$ cat config.mk
export PLATFORM = sky130hd
export DESIGN_NAME = mux81_rr_sched
export DESIGN_NICKNAME = d
export VERILOG_FILES = /design/src/rtl/mux81_rr_sched.sv
export SDC_FILE = /design/constraint.sdc
export NUM_CORES = 1
export LEC_CHECK = 0
export BUFFER_PORTS_ARGS = -buffer_cell sky130_fd_sc_hd__buf_2
export CORE_ASPECT_RATIO = 2
export CORE_MARGIN = 4
export CORE_UTILIZATION = 50
export CTS_BUF_LIST = sky130_fd_sc_hd__clkbuf_4
export DETAILED_ROUTE_END_ITERATION = 10
export GPL_TIMING_DRIVEN = 0
export PLACE_DENSITY_LB_ADDON = 0.08
export SLEW_MARGIN = 20
export SYNTH_ARGS = -nofsm -noshare
export SYNTH_HDL_FRONTEND = slang
export SYNTH_SLANG_ARGS = --single-unit
$ cat constraint.sdc
create_clock -name clk -period 4.1 [get_ports clk]
set_input_delay 0.82 -clock clk [delete_from_list [all_inputs] [get_ports clk]]
set_output_delay 0.82 -clock clk [all_outputs]
set_load 0.02 [all_outputs]
$ cat src/rtl/mux81_rr_sched.sv
// -----------------------------------------------------------------------------
// mux81_rr_sched
//   Round-robin scheduler in front of an 8:1 one-bit multiplexer. It picks one
//   requester at a time, drives the mux select, and registers the selected data
//   bit with a valid flag. Each grant is limited to MAX_HOLD consecutive cycles.
//
// Request/grant protocol: req[k] is a level. Requester k holds it high for as
// long as it wants the mux. gnt[k] is registered and one-hot. A grant lasts
// while req[k] stays high and the burst limit has not been reached. Dropping
// req[k] releases the grant at the next edge.
//
// Parameters
//   MAX_HOLD   maximum consecutive grant cycles per requester (1..15)
// Ports
//   clk        clock, rising edge
//   rst_n      asynchronous active-low reset
//   req[7:0]   request vector, bit k = requester k (owns mux input k)
//   din[7:0]   mux data inputs {i7..i0}
//   gnt[7:0]   one-hot grant, zero when idle
//   s[2:0]     mux select = index of the granted requester (holds while idle)
//   y          registered mux output
//   y_valid    y was sampled under a valid grant
//   busy       grant active (decoded from the registered FSM state)
// -----------------------------------------------------------------------------
module mux81_rr_sched #(
   parameter int MAX_HOLD = 4
) (
   input  logic       clk,
   input  logic       rst_n,
   input  logic [7:0] req,
   input  logic [7:0] din,
   output logic [7:0] gnt,
   output logic [2:0] s,
   output logic       y,
   output logic       y_valid,
   output logic       busy
);

   typedef enum logic {
      ST_IDLE  = 1'b0,
      ST_GRANT = 1'b1
   } state_t;

   state_t     state_q, state_d;
   logic [2:0] ptr_q, ptr_d;
   logic [3:0] cnt_q, cnt_d;
   logic [7:0] gnt_q, gnt_d;
   logic [2:0] s_q, s_d;
   logic       y_q, y_d;
   logic       y_valid_q, y_valid_d;

   logic [3:0] pick;         // {found, index}
   logic       release_c;

   // Returns {found, index} of the first set bit of r, searching upward from
   // start and wrapping 7 -> 0. The loop runs from the farthest offset to the
   // nearest so that the nearest hit is the last assignment.
   function automatic logic [3:0] rr_pick(input logic [2:0] start,
                                          input logic [7:0] r);
      logic [3:0] res;
      logic [2:0] idx;
      res = 4'b0;
      for (int i = 7; i >= 0; i--) begin
         idx = start + 3'(i);
         if (r[idx]) res = {1'b1, idx};
      end
      return res;
   endfunction

   always_comb begin
      state_d   = state_q;
      ptr_d     = ptr_q;
      cnt_d     = cnt_q;
      gnt_d     = gnt_q;
      s_d       = s_q;
      pick      = 4'b0;
      release_c = 1'b0;

      case (state_q)
         ST_IDLE: begin
            pick = rr_pick(ptr_q, req);
            if (pick[3]) begin
               gnt_d   = 8'b1 << pick[2:0];
               s_d     = pick[2:0];
               cnt_d   = 4'd1;
               state_d = ST_GRANT;
            end
         end
         ST_GRANT: begin
            release_c = !req[s_q] || (cnt_q == 4'(MAX_HOLD));
            if (!release_c) begin
               cnt_d = cnt_q + 4'd1;
            end else begin
               // Priority moves past the releasing requester; the same
               // requester can still win again if nobody else is asking.
               ptr_d = s_q + 3'd1;
               pick  = rr_pick(s_q + 3'd1, req);
               if (pick[3]) begin
                  gnt_d = 8'b1 << pick[2:0];
                  s_d   = pick[2:0];
                  cnt_d = 4'd1;
               end else begin
                  gnt_d   = 8'b0;
                  cnt_d   = 4'd0;
                  state_d = ST_IDLE;
               end
            end
         end
         default: begin
            state_d = ST_IDLE;
            gnt_d   = 8'b0;
         end
      endcase

      // Sample only while the granted requester is still asserting req.
      y_valid_d = (state_q == ST_GRANT) && req[s_q];
      y_d       = y_valid_d ? din[s_q] : y_q;
   end

   always_ff @(posedge clk or negedge rst_n) begin
      if (!rst_n) begin
         state_q   <= ST_IDLE;
         ptr_q     <= 3'd0;
         cnt_q     <= 4'd0;
         gnt_q     <= 8'd0;
         s_q       <= 3'd0;
         y_q       <= 1'b0;
         y_valid_q <= 1'b0;
      end else begin
         state_q   <= state_d;
         ptr_q     <= ptr_d;
         cnt_q     <= cnt_d;
         gnt_q     <= gnt_d;
         s_q       <= s_d;
         y_q       <= y_d;
         y_valid_q <= y_valid_d;
      end
   end

   assign gnt     = gnt_q;
   assign s       = s_q;
   assign y       = y_q;
   assign y_valid = y_valid_q;
   assign busy    = (state_q == ST_GRANT);

endmodule
== Word level (Yosys, flattened, before mapping) ==
Cells that the tools add are included.

* Flip-flop bits (word level): 21
* Bits in latches: 0
* RAM bits: 0
* ROM bits: 0
* Input bits: 18
* Output and inout bits: 14
* Memories: 0

* $add $sub $neg: 16
* Multipliers: 0
* Divide/modulo/power cells: 0
* Magnitude comparators: 17
* Eq/ne operators: 4
* Shift operators: 2
* Mux-type cells: 71
* Bitwise operators: 1
* Reduce and logical (&&, ||, !) cells: 6

{| class="wikitable"
|+ Operators with widths
! operator !! count
|-
| $mux 4 || 21
|-
| $lt 3x4->1 const B || 17
|-
| $bmux 1 s3 || 18
|-
| $add 3x3->3 const B || 8
|-
| $mux 8 || 3
|-
| $mux 1 || 22
|-
| $pmux 8 s2 || 1
|-
| $shl 1x3->8 const A || 2
|-
| $add 3x2->3 const B || 4
|-
| $add 3x1->3 const B || 3
|-
| $mux 3 || 3
|-
| $pmux 4 s2 || 1
|-
| $ne 2x1->1 const B || 3
|-
| $pmux 3 s2 || 1
|-
| $add 4x1->4 const B || 1
|-
| $eq 4x3->1 const B || 1
|-
| $reduce_and 2->1 || 2
|-
| $reduce_and 3->1 || 1
|-
| $pmux 1 s2 || 1
|-
| $logic_and 1x1->1 || 1
|-
| $logic_not 1->1 || 1
|-
| $logic_or 1x1->1 || 1
|-
| $not 1->1 || 1
|}

== Depth between registers and ports, before layout ==
* Depth in word-level cells: 18
* Gate-level depth with buffers: 16

== Worst setup path before layout ==
No wires, ideal clock.

* Path kind: reg-to-reg
* Start: reg s_q[0] (netlist: s[0])
* End: reg gnt_q[2] (netlist: gnt[2])
* Arrival time: 3.601 ns
* Required time: 3.976 ns
* Slack: 0.375 ns
* Cell stages (with the launch flop): 14
* Path buffers: 3
* Period minus slack after synthesis: 3.725 ns
* Cell sequence: dfrtp_1 buf_2 buf_2 clkinv_1 ha_1 buf_2 mux4_2 mux2i_2 o21ai_1 or2_0 a31o_2 a31o_2 and3_1 a211o_1

* Longest elaborated chain between the ends: 18

{| class="wikitable"
|+ RTL lines
! item !! line !! RTL
|-
| start, declared || 48 || <nowiki>logic [2:0] s_q, s_d;</nowiki>
|-
| start signal, assigned || 126 || <nowiki>s_q <= 3'd0;</nowiki>
|-
| start signal, assigned || 134 || <nowiki>s_q <= s_d;</nowiki>
|-
| $add 3x1->3 || 97 || <nowiki>pick = rr_pick(s_q + 3'd1, req);</nowiki>
|-
| $add 3x3->3 || 64 || <nowiki>idx = start + 3'(i);</nowiki>
|-
| $bmux 1 s3 || 65 || <nowiki>if (r[idx]) res = {1'b1, idx};</nowiki>
|-
| $mux 1 (not written as such) || 65 ||
|-
| $mux 4 (8 in a row) || 65 ||
|-
| $mux 4 || 91 || <nowiki>if (!release_c) begin</nowiki>
|-
| $mux 4 || 79 || <nowiki>case (state_q)</nowiki>
|-
| $shl 1x3->8 || 99 || <nowiki>gnt_d = 8'b1 << pick[2:0];</nowiki>
|-
| $mux 8 || 98 || <nowiki>if (pick[3]) begin</nowiki>
|-
| $mux 8 || 91 ||
|-
| $pmux 8 s2 || 79 ||
|-
| end signal, assigned || 133 || <nowiki>gnt_q <= gnt_d;</nowiki>
|-
| end, declared || 47 || <nowiki>logic [7:0] gnt_q, gnt_d;</nowiki>
|}

Several ways; a longest one is shown, not always the timed one. The select of a mux whose other input is x is not followed.
A chain may end at the register's enable or synchronous reset.

== Worst setup path after layout ==
* Start: reg ptr_q[1]
* End: reg gnt_q[5] (netlist: gnt[5])

* Longest elaborated chain between the ends: 15

{| class="wikitable"
|+ RTL lines
! item !! line !! RTL
|-
| start, declared || 45 || <nowiki>logic [2:0] ptr_q, ptr_d;</nowiki>
|-
| start signal, assigned || 131 || <nowiki>ptr_q <= ptr_d;</nowiki>
|-
| $add 3x3->3 || 64 ||
|-
| $bmux 1 s3 || 65 ||
|-
| $mux 1 (not written as such) || 65 ||
|-
| $mux 4 (7 in a row) || 65 ||
|-
| $mux 4 (*) || 65 ||
|-
| $mux 4 (*) || 79 ||
|-
| $shl 1x3->8 || 83 || <nowiki>gnt_d = 8'b1 << pick[2:0];</nowiki>
|-
| $mux 8 || 82 || <nowiki>if (pick[3]) begin</nowiki>
|-
| $pmux 8 s2 || 79 ||
|}

Every way passes the cells marked *; elsewhere a longest branch is shown, timed or not. The select of a mux whose other input is x is not followed.

==> metrics.txt <==
status completed; largest net degree at the start of global routing 22; antenna violations before repair 0; DR pass1 iterations 5; vias per cell 6.72; top-count cell post-synth nand2_1; clk_lat worst skew 0.31 ns; net count after synthesis 398; Max Cap Violations 0; clock sink count 21; Setup crit end kind flip-flop; critical path type reg -> reg; gpl congestion 0.977; Synth Register Bits 21; Most used DFF post-synth dfrtp_1; GRT Total Usage 27.9%; DRC 0; Max Slew Vio Count 0; Clk pin slew, worst setup/hold paths 0.13 ns; Distinct cells, synth 67; Worst Hold Class in -> async; clk root buf clkbuf_4; Tmin final 3.95 ns; sequential area share after synthesis 15.9%; # nets final 434; Worst Path Max Fanout 10; Req. time, crit path 4.32 ns; Commonest cells post-synth nand2_1, nor2_1, mux2i_1; Port Buffer Count 29; wire length per cell 21.7 um; Final Routed Wirelength 10.7 mm; Inst Count DP 489; first-pass GRT wire length 17.2 mm; proportion of synthesized area in mux cells 34.2%; Die Wd 65.5 um; gr ovfl total 0; worst slew pin tran 0.630 ns; Slew HR 57.7%; H-tree depth 1; TritonCTS buffer count 3; CTS max path bufs 2; Compound-Gate Fraction of Synth Area 19.3%; ant diodes 0; crit start category flip-flop; # setup viols final 0; largest cells by area after synthesis dfrtp_1, mux4_2, mux2_2; final setup TNS 0 ns; Die Area 8050 um^2; Min Hold Slack 0.439 ns; share of the synthesized area in the top cell type 15.9%; fraction of layout cells with a size suffix above 1 29.3%; Post-Syn Area per Cell 8.84 um^2; Post-Synth Adder-Cell Area 2.27%; hpwl dp 8.48 mm; Die Ht 123 um; maximum clock rate 253 MHz; DR vias 3327; WP data arrival 4.18 ns; antenna viol nets, final 0; Synth Area in XOR/XNOR 3.22%; I/O pins 32; vias in the first global route 3408; Post-Syn Area 3300 um^2; Final Hold Viols 0; Final WS setup 0.146 ns; pre-CTS WS -0.273 ns; DRT iter0 DRCs 307; fin crit share 96.4%; CTS tree done; Post-synth EDFFs 0; Core Area 6360 um^2; largest family of logic cells by synthesized area multiplexers; Initial Util 51.9%; asr flop ratio synth 100%; post-synthesis simple-gate area fraction 18.6%; area delta synth->final 11.8%; Row Count 41; cell taking the most area after synthesis dfrtp_1; Clock Skews 0.0124 ns; YS warnings 0; Syn Inst Count 374; Finished Layout Cells 495
## registers in the layout, indices dropped and copies added (netlist names)
signal,flops
busy,1
cnt_q,4
gnt,8
ptr_q,3
s,3
y,1
y_valid,1
## final timing paths
path                                      start                    to  slack (ns)  depth (start not counted)
setup / recovery           ptr_q[1]$_DFFE_PN0P_    gnt[5]$_DFFE_PN0P_        0.15                         14
hold / removal                            rst_n  cnt_q[3]$_DFFE_PN0P_        0.44                          1
setup reg to reg           ptr_q[1]$_DFFE_PN0P_    gnt[5]$_DFFE_PN0P_        0.15                         14
hold reg to reg            cnt_q[3]$_DFFE_PN0P_  cnt_q[3]$_DFFE_PN0P_        0.50                          1
max in group asynchronous                 rst_n    gnt[3]$_DFFE_PN0P_        3.32                          1
min in group clk           cnt_q[3]$_DFFE_PN0P_  cnt_q[3]$_DFFE_PN0P_        0.50                          1
## worst max-delay path: stages (launching register included)
cell,delay [ns]
dfrtp_1,0.42
buf_6,0.19
clkbuf_2,0.29
inv_1,0.12
ha_1,0.28
buf_2,0.24
clkbuf_4,0.29
mux4_2,0.37
a21o_1,0.21
o211ai_1,0.19
nor2_1,0.07
a211oi_1,0.25
o21ai_1,0.25
or4b_1,0.55
o211ai_1,0.12
## cells in the final DEF (no fill, tap or decap), types with 5 or more instances in the layout
| cell type | netlist | layout |
|---|---|---|
| buf_2 | 11 | 36 |
| nand3_1 | 14 | 12 |
| a21oi_1 | 14 | 13 |
| mux2_2 | 21 | 21 |
| and3_1 | 5 | 5 |
| buf_1 | 5 | 5 |
| a211oi_1 | 5 | 5 |
| nand2_1 | 40 | 40 |
| buf_4 | 2 | 5 |
| clkbuf_4 | 0 | 7 |
| mux2i_1 | 23 | 19 |
| mux4_1 | 5 | 5 |
| mux4_2 | 22 | 22 |
| dfrtp_1 | 21 | 21 |
| nor2_1 | 28 | 28 |
| ha_1 | 6 | 6 |
| a22oi_1 | 5 | 5 |
| clkbuf_1 | 19 | 16 |
| inv_1 | 11 | 11 |
| o21ai_0 | 20 | 19 |
| nor3_1 | 8 | 8 |
## per-layer routing
metal | wire length (um) | global-route usage (%) | share of wire, %
met1 | 3540 | 26.6 | 33
met2 | 6010 | 53.5 | 56
met3 | 473 | 2.55 | 4.4
met4 | 695 | 19.6 | 6.5
met5 | 0 | 0 | 0
## what timing repair did
action                     4_1_cts  5_1_grt
resized for setup                4       19
buffers inserted                 0        3
pin swaps                        0        3
setup endpoints to repair       11       11
hold buffers                     0        0
## cell families after synthesis
logic type      count (synthesis)
simple gates                  125
compound gates                 90
mux                            73
buf+inv                        50
flops                          21
xor+xnor                        9
fa+ha+maj                       6
## final cells by class
class,instances,area (um^2)
clock inverters,1,7.51
well taps,86,108
inverters,12,47.5
repair buffers,32,168
plain buffers,37,180
multi-input cells,303,2640
fillers,629,2670
flip-flops and latches,21,526
clock buffers,3,22.5
## per-stage QoR
| stage | util [%] | instance area (um^2) |
|---|---|---|
| finish | 58.1 | 3690 |
| global route | 58.1 | 3690 |
| CTS | 56.6 | 3600 |
| detailed placement | 55.9 | 3560 |
| global placement | 55.9 | 3560 |
| floorplan | - | 3300 |
Power is not shown: default switching activity piles up to over one toggle a cycle in this logic, so the estimate is an artifact.
